===== src/rtl/processador_multiciclo_param.sv =====
// Parametrised multicycle processor.
// A single shared bus carries DIN, a register-file entry or G. Each instruction
// takes 2 to 4 steps: mv, mvi, mvnz and nop finish in T1. The ALU ops
// (add/sub/and/slt) stage the first operand in A during T1, compute into G
// during T2 and write back during T3.
module processador_multiciclo_param #(
    parameter int DATA_W = 16,
    parameter int RSEL_W = 3
) (
    input  logic              Clock,
    input  logic              Reset,
    input  logic              Run,
    input  logic [DATA_W-1:0] DIN,
    output logic              Done,
    output logic [DATA_W-1:0] BusWires,
    output logic [1:0]        Tstep
);

    localparam int NUM_REGS = 2 ** RSEL_W;
    localparam int IR_W     = 3 + 2 * RSEL_W;

    localparam logic [2:0] OP_MV   = 3'b000;
    localparam logic [2:0] OP_MVI  = 3'b001;
    localparam logic [2:0] OP_ADD  = 3'b010;
    localparam logic [2:0] OP_SUB  = 3'b011;
    localparam logic [2:0] OP_AND  = 3'b100;
    localparam logic [2:0] OP_SLT  = 3'b101;
    localparam logic [2:0] OP_MVNZ = 3'b110;
    localparam logic [2:0] OP_NOP  = 3'b111;

    typedef enum logic [1:0] {
        T0 = 2'd0,
        T1 = 2'd1,
        T2 = 2'd2,
        T3 = 2'd3
    } step_t;

    step_t              step_q, step_d;
    logic [IR_W-1:0]    ir_q;
    logic [DATA_W-1:0]  a_q;
    logic [DATA_W-1:0]  g_q;
    logic [DATA_W-1:0]  regs_q [NUM_REGS];

    logic [2:0]         op;
    logic [RSEL_W-1:0]  rx;
    logic [RSEL_W-1:0]  ry;
    logic               rx_we;
    logic               a_we;
    logic               g_we;
    logic [DATA_W-1:0]  alu_res;

    // DIN bits above the instruction field carry no meaning for decode.
    generate
        if (DATA_W > IR_W) begin : g_din_hi
            logic din_hi_unused;
            assign din_hi_unused = ^DIN[DATA_W-1:IR_W];
        end
    endgenerate

    assign op    = ir_q[IR_W-1 -: 3];
    assign rx    = ir_q[2*RSEL_W-1 -: RSEL_W];
    assign ry    = ir_q[RSEL_W-1:0];
    assign Tstep = step_q;

    // Step sequencing, bus source selection, Done and write enables.
    always_comb begin
        BusWires = '0;
        Done     = 1'b0;
        step_d   = step_q;
        rx_we    = 1'b0;
        a_we     = 1'b0;
        g_we     = 1'b0;
        case (step_q)
            T0: begin
                if (Run) begin
                    step_d = T1;
                end
            end
            T1: begin
                case (op)
                    OP_MV: begin
                        BusWires = regs_q[ry];
                        rx_we    = 1'b1;
                        Done     = 1'b1;
                        step_d   = T0;
                    end
                    OP_MVI: begin
                        BusWires = DIN;
                        rx_we    = 1'b1;
                        Done     = 1'b1;
                        step_d   = T0;
                    end
                    OP_MVNZ: begin
                        // The bus still shows Ry; only the write is gated by G.
                        BusWires = regs_q[ry];
                        rx_we    = (g_q != '0);
                        Done     = 1'b1;
                        step_d   = T0;
                    end
                    OP_NOP: begin
                        Done   = 1'b1;
                        step_d = T0;
                    end
                    default: begin
                        BusWires = regs_q[rx];
                        a_we     = 1'b1;
                        step_d   = T2;
                    end
                endcase
            end
            T2: begin
                BusWires = regs_q[ry];
                g_we     = 1'b1;
                step_d   = T3;
            end
            T3: begin
                BusWires = g_q;
                rx_we    = 1'b1;
                Done     = 1'b1;
                step_d   = T0;
            end
            default: begin
                step_d = T0;
            end
        endcase
    end

    // ALU: A combined with the Ry operand currently on the bus.
    always_comb begin
        alu_res = '0;
        case (op)
            OP_ADD:  alu_res = a_q + BusWires;
            OP_SUB:  alu_res = a_q - BusWires;
            OP_AND:  alu_res = a_q & BusWires;
            OP_SLT:  alu_res[0] = ($signed(a_q) < $signed(BusWires));
            default: alu_res = '0;
        endcase
    end

    // Step register, instruction register and the A/G operand registers.
    always_ff @(posedge Clock or posedge Reset) begin
        if (Reset) begin
            step_q <= T0;
            ir_q   <= '0;
            a_q    <= '0;
            g_q    <= '0;
        end else begin
            step_q <= step_d;
            if (step_q == T0 && Run) begin
                ir_q <= DIN[IR_W-1:0];
            end
            if (a_we) begin
                a_q <= BusWires;
            end
            if (g_we) begin
                g_q <= alu_res;
            end
        end
    end

    // Register file: each entry loads from the bus when it is the selected Rx.
    genvar gi;
    generate
        for (gi = 0; gi < NUM_REGS; gi++) begin : g_regs
            // Entry gi captures BusWires on a write step that targets it.
            always_ff @(posedge Clock or posedge Reset) begin
                if (Reset) begin
                    regs_q[gi] <= '0;
                end else if (rx_we && (rx == RSEL_W'(gi))) begin
                    regs_q[gi] <= BusWires;
                end
            end
        end
    endgenerate

endmodule


===== config.mk =====
export PLATFORM = sky130hd
export DESIGN_NAME = processador_multiciclo_param
export DESIGN_NICKNAME = d
export VERILOG_FILES = /design/src/rtl/processador_multiciclo_param.sv
export SDC_FILE = /design/constraint.sdc
export NUM_CORES = 1
export LEC_CHECK = 0
export ABC_AREA = 1
export BUFFER_PORTS_ARGS = -buffer_cell sky130_fd_sc_hd__buf_2
export CAP_MARGIN = 30
export CORE_UTILIZATION = 49
export DETAILED_ROUTE_END_ITERATION = 12
export MAX_ROUTING_LAYER = met4
export PLACE_DENSITY = 0.65
export SLEW_MARGIN = 20
export SYNTH_ARGS = -nofsm -noshare
export SYNTH_HDL_FRONTEND = slang
export SYNTH_SLANG_ARGS = --single-unit
export TNS_END_PERCENT = 50

===== constraint.sdc =====
create_clock -name Clock -period 6.7 [get_ports Clock]
set_input_delay 0.67 -clock Clock [delete_from_list [all_inputs] [get_ports Clock]]
set_output_delay 0.67 -clock Clock [all_outputs]
set_load 0.02 [all_outputs]

==> metrics.cfg, run 1 <==
[clock_tree]
htree_levels = 4
cts_sinks = 171
cts_max_path_buffers = 2
cts_tree = built
cts_buffers = 17
cts_resized = 0
postCtsSetupBuffers = 0
cts_root_buffer = clkbuf_16
clk_pin_slew_ns = 0.08
insertion_delay_ns = 0.45
postCtsHoldBufs = 0

[logic_synthesis]
synth_cells = 1913
ys_ff_latch = 171
synth_top_cell_by_area = dfrtp_1
yosysWarnings = 0
yosys.cell_types.count = 30
synth_top_area_share_pct = 35.7
synth_area_leaders = dfrtp_1 (36%), nand2_1 (24%), nand3_1 (9.5%)
syn-num-nets = 1967
synth_top_cells_by_count = nand2_1 (772), nand3_1 (227), inv_1 (192), nor2_1 (172), dfrtp_1 (171)
seq_area_frac_synth_pct = 35.7
yosysMostFrequentCell = nand2_1
synth_flop_cell = dfrtp_1
synth_edf_count = 0
synth_area_um2 = 12000
postSynthAreaPerCell_um2 = 6.27
async_flop_share_pct = 100

[drt]
vias_per_cell = 5.63
drtAntennaViolNets = 0
firstDrtPassIters = 6
drtIter0Drc = 1573
drc = 0
dr_total_vias = 12551
wire_per_inst_um = 19.6
routed_wirelength_mm = 43.8

[placement]
hpwl_mm = 29.5
io_buffer_count = 37
dp.cells = 2197
place.gp.congestion = 0.965

[setup_path]
worstPathArrival_ns = 5.05
crit_chain = nand2_1 > nor2_2 > nand3_1 > nand2_1 > nor2_1 > nand2_2 > nand2_1 > ha_1 > nor2_1 > inv_1 > o21bai_1 > nand2_1 > nand3_1 > nand2_1 > nand3_1 > nand3_1 > nand2_1 > nand2_1
criticalPathCategory = flip-flop to flip-flop
startpoint_type = flip-flop
crit_fanout = 21
cp.required_ns = 7.03
end_kind = flip-flop
cpPeakStageDelay_ns = 0.90
worst_path_max_delay_cell = dfrtp_1
cp_top_family = simple AND/OR/NAND/NOR gates
critPathBufInv = 1
cp_common_cell = nand2_1

[job]
drv_cap = 0

[timing]
fin_tns_setup_ns = 0
holdWs_ns = 0.319
setup_violations = 0
finClkSkew_ns = 0.0162
maxSlewHeadroom_pct = 32.3
fmax_mhz = 212
max_slew.worst_pin.slew_ns = 1.01
min_period_ns = 4.72
hold_violations = 0
rsz0062_at_grt = no
drv_slew = 0
period_share_pct = 70.5

[global_route]
grt_pass1_wl_mm = 67.8
antenna_found_initial = 0
grt_usage_pct = 37.6
grt_pass1_vias = 11791
grt_overflow = 0
grt_max_degree = 79

[final_layout]
num_antenna_cells = 0
nNetsFinal = 1952
area_delta_synth_final_pct = 7.65
drive_gt1_share_pct = 7.54
stdcell_count = 2230
nFillCells = 2389

[die]
die_w_um = 158
initial_utilization_pct = 50.5
coreArea_um2 = 23800
dieArea_um2 = 25100
fp-row-count = 56
ios = 38
dieHeight_um = 158

[outcome]
outcome = completed

[hold_path]
hold_path_class = primary input to asynchronous set/reset pin

[flip-flops by register name (all words and copies together), names as in the netlist, named ones only]
signal  count
regs_q    128
g_q        16
ir_q        9
Tstep       1
a_q        16
[per-layer routing]
| layer | routed length [um] | global-route usage, % |
|---|---|---|
| met1 | 18800 | 50.6 |
| met2 | 19300 | 55.9 |
| met3 | 4310 | 6.31 |
| met4 | 1360 | 15.6 |
| met5 | 0 | - |
[worst paths after layout]
kind / start / to / slack (ns) / cells after the start
worst max-delay path: Tstep[0]$_DFFE_PP0P_ / g_q[12]$_DFFE_PP0N_ / 1.98 / 18
worst min-delay path: Reset / regs_q[81]$_DFFE_PP0P_ / 0.32 / 2
worst max register to register: Tstep[0]$_DFFE_PP0P_ / g_q[12]$_DFFE_PP0N_ / 1.98 / 18
worst min register to register: regs_q[36]$_DFFE_PP0P_ / regs_q[36]$_DFFE_PP0P_ / 0.48 / 2
max in group asynchronous: Reset / ir_q[1]$_DFFE_PP0P_ / 5.12 / 3
min in group Clock: regs_q[36]$_DFFE_PP0P_ / regs_q[36]$_DFFE_PP0P_ / 0.48 / 2
[per-stage QoR]
stage               setup WS [ns]  utilization [%]  area [um2]
floorplan                    1.40                -       12000
global placement             2.25             51.8       12300
detailed placement           2.19             51.8       12300
CTS                          2.16             54.3       12900
global route                 1.70             54.3       12900
finish                       1.98             54.3       12900
[layout make-up]
type                    count  area [um2]  share of cell area, %
multi-input cells        1440        6510                   50.5
clock buffers              17         425                   3.30
clock inverters            15         158                   1.22
flip-flops and latches    171        4280                   33.2
repair buffers             55         320                   2.48
inverters                 213         806                   6.24
well taps                 319         399                   3.09
[layout by cell type, fill, tap and decap left out, drive strengths merged]
master	Yosys	routed
ha	33	33
buf	55	55
nand4	19	19
a22oi	1	1
o21ai	57	57
nor3	8	8
nand2	792	792
clkinvlp	0	3
nand3b	1	1
nor2	185	185
clkbuf	34	17
nand3	227	227
o211ai	38	38
clkinv	3	11
fa	2	2
and2	2	2
dfrtp	171	171
inv	210	214
o22ai	2	2
o21bai	2	2
a21oi	66	66
a211oi	1	1
xor2	2	2
or2	2	2
[cells by family after synthesis]
kind of cell             Yosys count  share of synthesized area, %
XOR/XNOR                           2                         0.146
flip-flops                       171                          35.7
buffers and inverters            302                          9.98
AND/OR/NAND/NOR                 1236                          42.5
adder cells (fa/ha/maj)           35                          3.78
AO/OA/AOI/OAI                    167                          7.87
Power of run 1 is left out: the tool's default activity adds up to more than one toggle a clock period on the data nets, which glitch-free logic cannot reach.
==> run 2, diff against run 1 <==
clock period = 4.35 ns   (was 6.7 ns; I/O delays follow)
==> run 2 against run 1 <==
  * Worst setup slack worse by 1.5 ns
  * Final cell count up 1.1%
  * Clock skew down 0.0010 ns
  * Worst hold slack worse by 0.086 ns
  * Flip-flop and latch count unchanged
  * Via count up 0.94%
  * Utilization up 1.1 points
  * Highest routed layer unchanged
  * Fmax up 23%
  * Count of clock-buffer cells in the layout up 1
  * Final area up 2.1%
  * Critical path depth up 2
==> metrics.cfg, run 2 (synthesis gave the netlist of run 1 again) <==
[timing]
fmax_mhz = 261  ; was 212 MHz
max_slew.worst_pin.slew_ns = 0.992  ; was 1.01 ns
rsz0062_at_grt = no  ; unchanged
drv_slew = 0  ; unchanged
hold_violations = 0  ; unchanged
finClkSkew_ns = 0.0151  ; was 0.0162 ns
setup_violations = 0  ; unchanged
fin_tns_setup_ns = 0  ; unchanged
period_share_pct = 88.1  ; was 70.5%
min_period_ns = 3.83  ; was 4.72 ns
maxSlewHeadroom_pct = 33.9  ; was 32.3%

[drt]
met3_length_mm = 4.25  ; was 4.31 mm
routed_wirelength_mm = 43.8  ; about the same
drc = 0  ; unchanged
m1WireLength_mm = 18.9  ; was 18.8 mm
drtAntennaViolNets = 0  ; unchanged
vias_per_cell = 5.62  ; was 5.63
dr_total_vias = 12669  ; was 12551
drtIter0Drc = 1449  ; was 1573
wire_per_inst_um = 19.4  ; was 19.6 um
firstDrtPassIters = 6  ; unchanged
routed.top_layer = met4  ; unchanged
wl_met2_mm = 19.4  ; was 19.3 mm

[clock_tree]
insertion_delay_ns = 0.44  ; was 0.45 ns
cts_max_path_buffers = 2  ; unchanged
cts_root_buffer = clkbuf_16  ; unchanged
cts_tree = built  ; unchanged
postCtsHoldBufs = 0  ; unchanged
cts_sinks = 171  ; unchanged
clk_pin_slew_ns = 0.08  ; about the same
postCtsSetupBuffers = 0  ; unchanged
cts_resized = 0  ; unchanged
htree_levels = 4  ; unchanged
cts_buffers = 17  ; unchanged

[die]
dieHeight_um = 158  ; unchanged
die_w_um = 158  ; unchanged
initial_utilization_pct = 50.5  ; unchanged
dieArea_um2 = 25100  ; unchanged
fp-row-count = 56  ; unchanged
ios = 38  ; unchanged
coreArea_um2 = 23800  ; unchanged

[global_route]
grt_usage_pct = 37.5  ; was 37.6%
antenna_found_initial = 1  ; was 0
grt_overflow = 0  ; unchanged
grt_pass1_wl_mm = 68.0  ; was 67.8 mm
grt_max_degree = 172  ; was 79
grt_pass1_vias = 11751  ; was 11791

[setup_path]
crit_chain = nor2_1 > inv_1 > nand2_1 > inv_1 > nor2_1 > buf_4 > nand2_1 > nand2_2 > nand2_1 > ha_1 > nand2_1 > inv_1 > a21oi_1 > nor2_1 > nor2_1 > nand3_1 > nand3_1 > nand2_1 > nand2_1 > o21ai_1  ; was nand2_1 > nor2_2 > nand3_1 > nand2_1 > nor2_1 > nand2_2 > nand2_1 > ha_1 > nor2_1 > inv_1 > o21bai_1 > nand2_1 > nand3_1 > nand2_1 > nand3_1 > nand3_1 > nand2_1 > nand2_1
reg2reg_from = ir_q[7]$_DFFE_PP0P_  ; was Tstep[0]$_DFFE_PP0P_
end_kind = flip-flop  ; unchanged
criticalPathCategory = flip-flop to flip-flop  ; unchanged
cp_common_cell = nand2_1  ; unchanged
critPathBufInv = 4  ; was 1
cp.required_ns = 4.67  ; was 7.03 ns
ff2ff_setup_slack_ns = 0.52  ; was 1.98 ns
critPathCapture = g_q[0]$_DFFE_PP0N_  ; was g_q[12]$_DFFE_PP0N_
cp.depth = 20  ; was 18
crit_start = ir_q[7]$_DFFE_PP0P_  ; was Tstep[0]$_DFFE_PP0P_
startpoint_type = flip-flop  ; unchanged
r2r_cells = 20  ; was 18
worst_path_max_delay_cell = nor2_1  ; was dfrtp_1
worstPathArrival_ns = 4.15  ; was 5.05 ns
cp_top_family = simple AND/OR/NAND/NOR gates  ; unchanged
worstReg2RegEnd = g_q[0]$_DFFE_PP0N_  ; was g_q[12]$_DFFE_PP0N_
crit_fanout = 10  ; was 21
cpPeakStageDelay_ns = 0.50  ; was 0.90 ns

[final_layout]
layout_common_cells = nand2_1 (772), nand3_1 (227), inv_1 (191), nor2_1 (172), dfrtp_1 (169)  ; was nand2_1 (772), nand3_1 (227), inv_1 (191), nor2_1 (171), dfrtp_1 (169)
largest_reg_flops = 128  ; unchanged
multiInputGateArea_um2 = 6510  ; about the same
top_register = regs_q  ; unchanged
top_regs = regs_q x128, a_q x16, g_q x16  ; unchanged
layout_commonest_cell = nand2_1  ; unchanged
area_delta_synth_final_pct = 9.89  ; was 7.65%
nFillCells = 2428  ; was 2389
seqCellArea_um2 = 4280  ; unchanged
drive_gt1_share_pct = 8.58  ; was 7.54%
nNetsFinal = 1975  ; was 1952

[hold_path]
hold_path_class = primary input to flip-flop  ; was primary input to asynchronous set/reset pin

[placement]
io_buffer_count = 37  ; unchanged
place.gp.congestion = 1.01  ; was 0.965
hpwl_mm = 30.8  ; was 29.5 mm

[job]
drv_cap = 0  ; unchanged

[outcome]
outcome = completed  ; unchanged

-- run 2: changes by cell type in the layout (fill, tap and decap cells not counted), moves of 2 or more --
cell / before / now
bufinv_16: 0 / 2
clkinv_2: 3 / 1
buf_4: 18 / 38
buf_12: 0 / 3
-- run 2: cell type report --
| cell class | count | area share (%) |
|---|---|---|
| multi-input cells | 1440 | 49.4 |
| flip-flops and latches | 171 | 32.5 |
| inverters | 213 | 6.11 |
| repair buffers | 78 | 4.03 |
| clock buffers | 18 | 3.33 |
| well taps | 319 | 3.03 |
| clock inverters | 14 | 1.54 |
| diodes | 1 | 0.0190 |
-- run 2: layer usage --
metal | global-route usage [%] | up-vias
li1 | - | 6023
met1 | 51.1 | 5953
met2 | 56.6 | 602
met3 | 6.83 | 91
met4 | 11.6 | 0
met5 | - | -
-- run 2: worst register-to-register path, cell delays in order, from the launching register on --
cell and delay (ns):
dfrtp_1 0.43, nor2_1 0.15, inv_1 0.07, nand2_1 0.11, inv_1 0.11, nor2_1 0.50
buf_4 0.33, nand2_1 0.09, nand2_2 0.24, nand2_1 0.14, ha_1 0.46, nand2_1 0.20
inv_1 0.06, a21oi_1 0.23, nor2_1 0.07, nor2_1 0.15, nand3_1 0.11, nand3_1 0.09
nand2_1 0.05, nand2_1 0.07, o21ai_1 0.06
-- run 2: per-stage QoR --
stage                     utilization, %  instances  hold slack (ns)  cell area (um2)  setup slack (ns)
after global placement              52.7       2221            0.462            12500             0.630
after global routing                55.5       2254            0.250            13200             0.229
final                               55.5       2254            0.233            13200             0.519
after floorplan                        -       1913            0.449            12000              1.32
after CTS                           55.4       2253            0.231            13200             0.607
after detailed placement            52.7       2221            0.466            12500             0.654
-- run 2: how the worst min path moves through the flow --
stage | slack, ns | depth (start not counted) | end | startpoint
floorplan | 0.45 | 2 | regs_q[105]$_DFFE_PP0P_ | regs_q[105]$_DFFE_PP0P_
global placement | 0.46 | 2 | regs_q[88]$_DFFE_PP0P_ | regs_q[88]$_DFFE_PP0P_
detailed placement | 0.47 | 2 | regs_q[64]$_DFFE_PP0P_ | regs_q[64]$_DFFE_PP0P_
CTS | 0.23 | 3 | Tstep[0]$_DFFE_PP0P_ | Run
global route | 0.25 | 3 | Tstep[0]$_DFFE_PP0P_ | Run
finish | 0.23 | 3 | Tstep[0]$_DFFE_PP0P_ | Run
Power of run 2 is left out for the same reason.
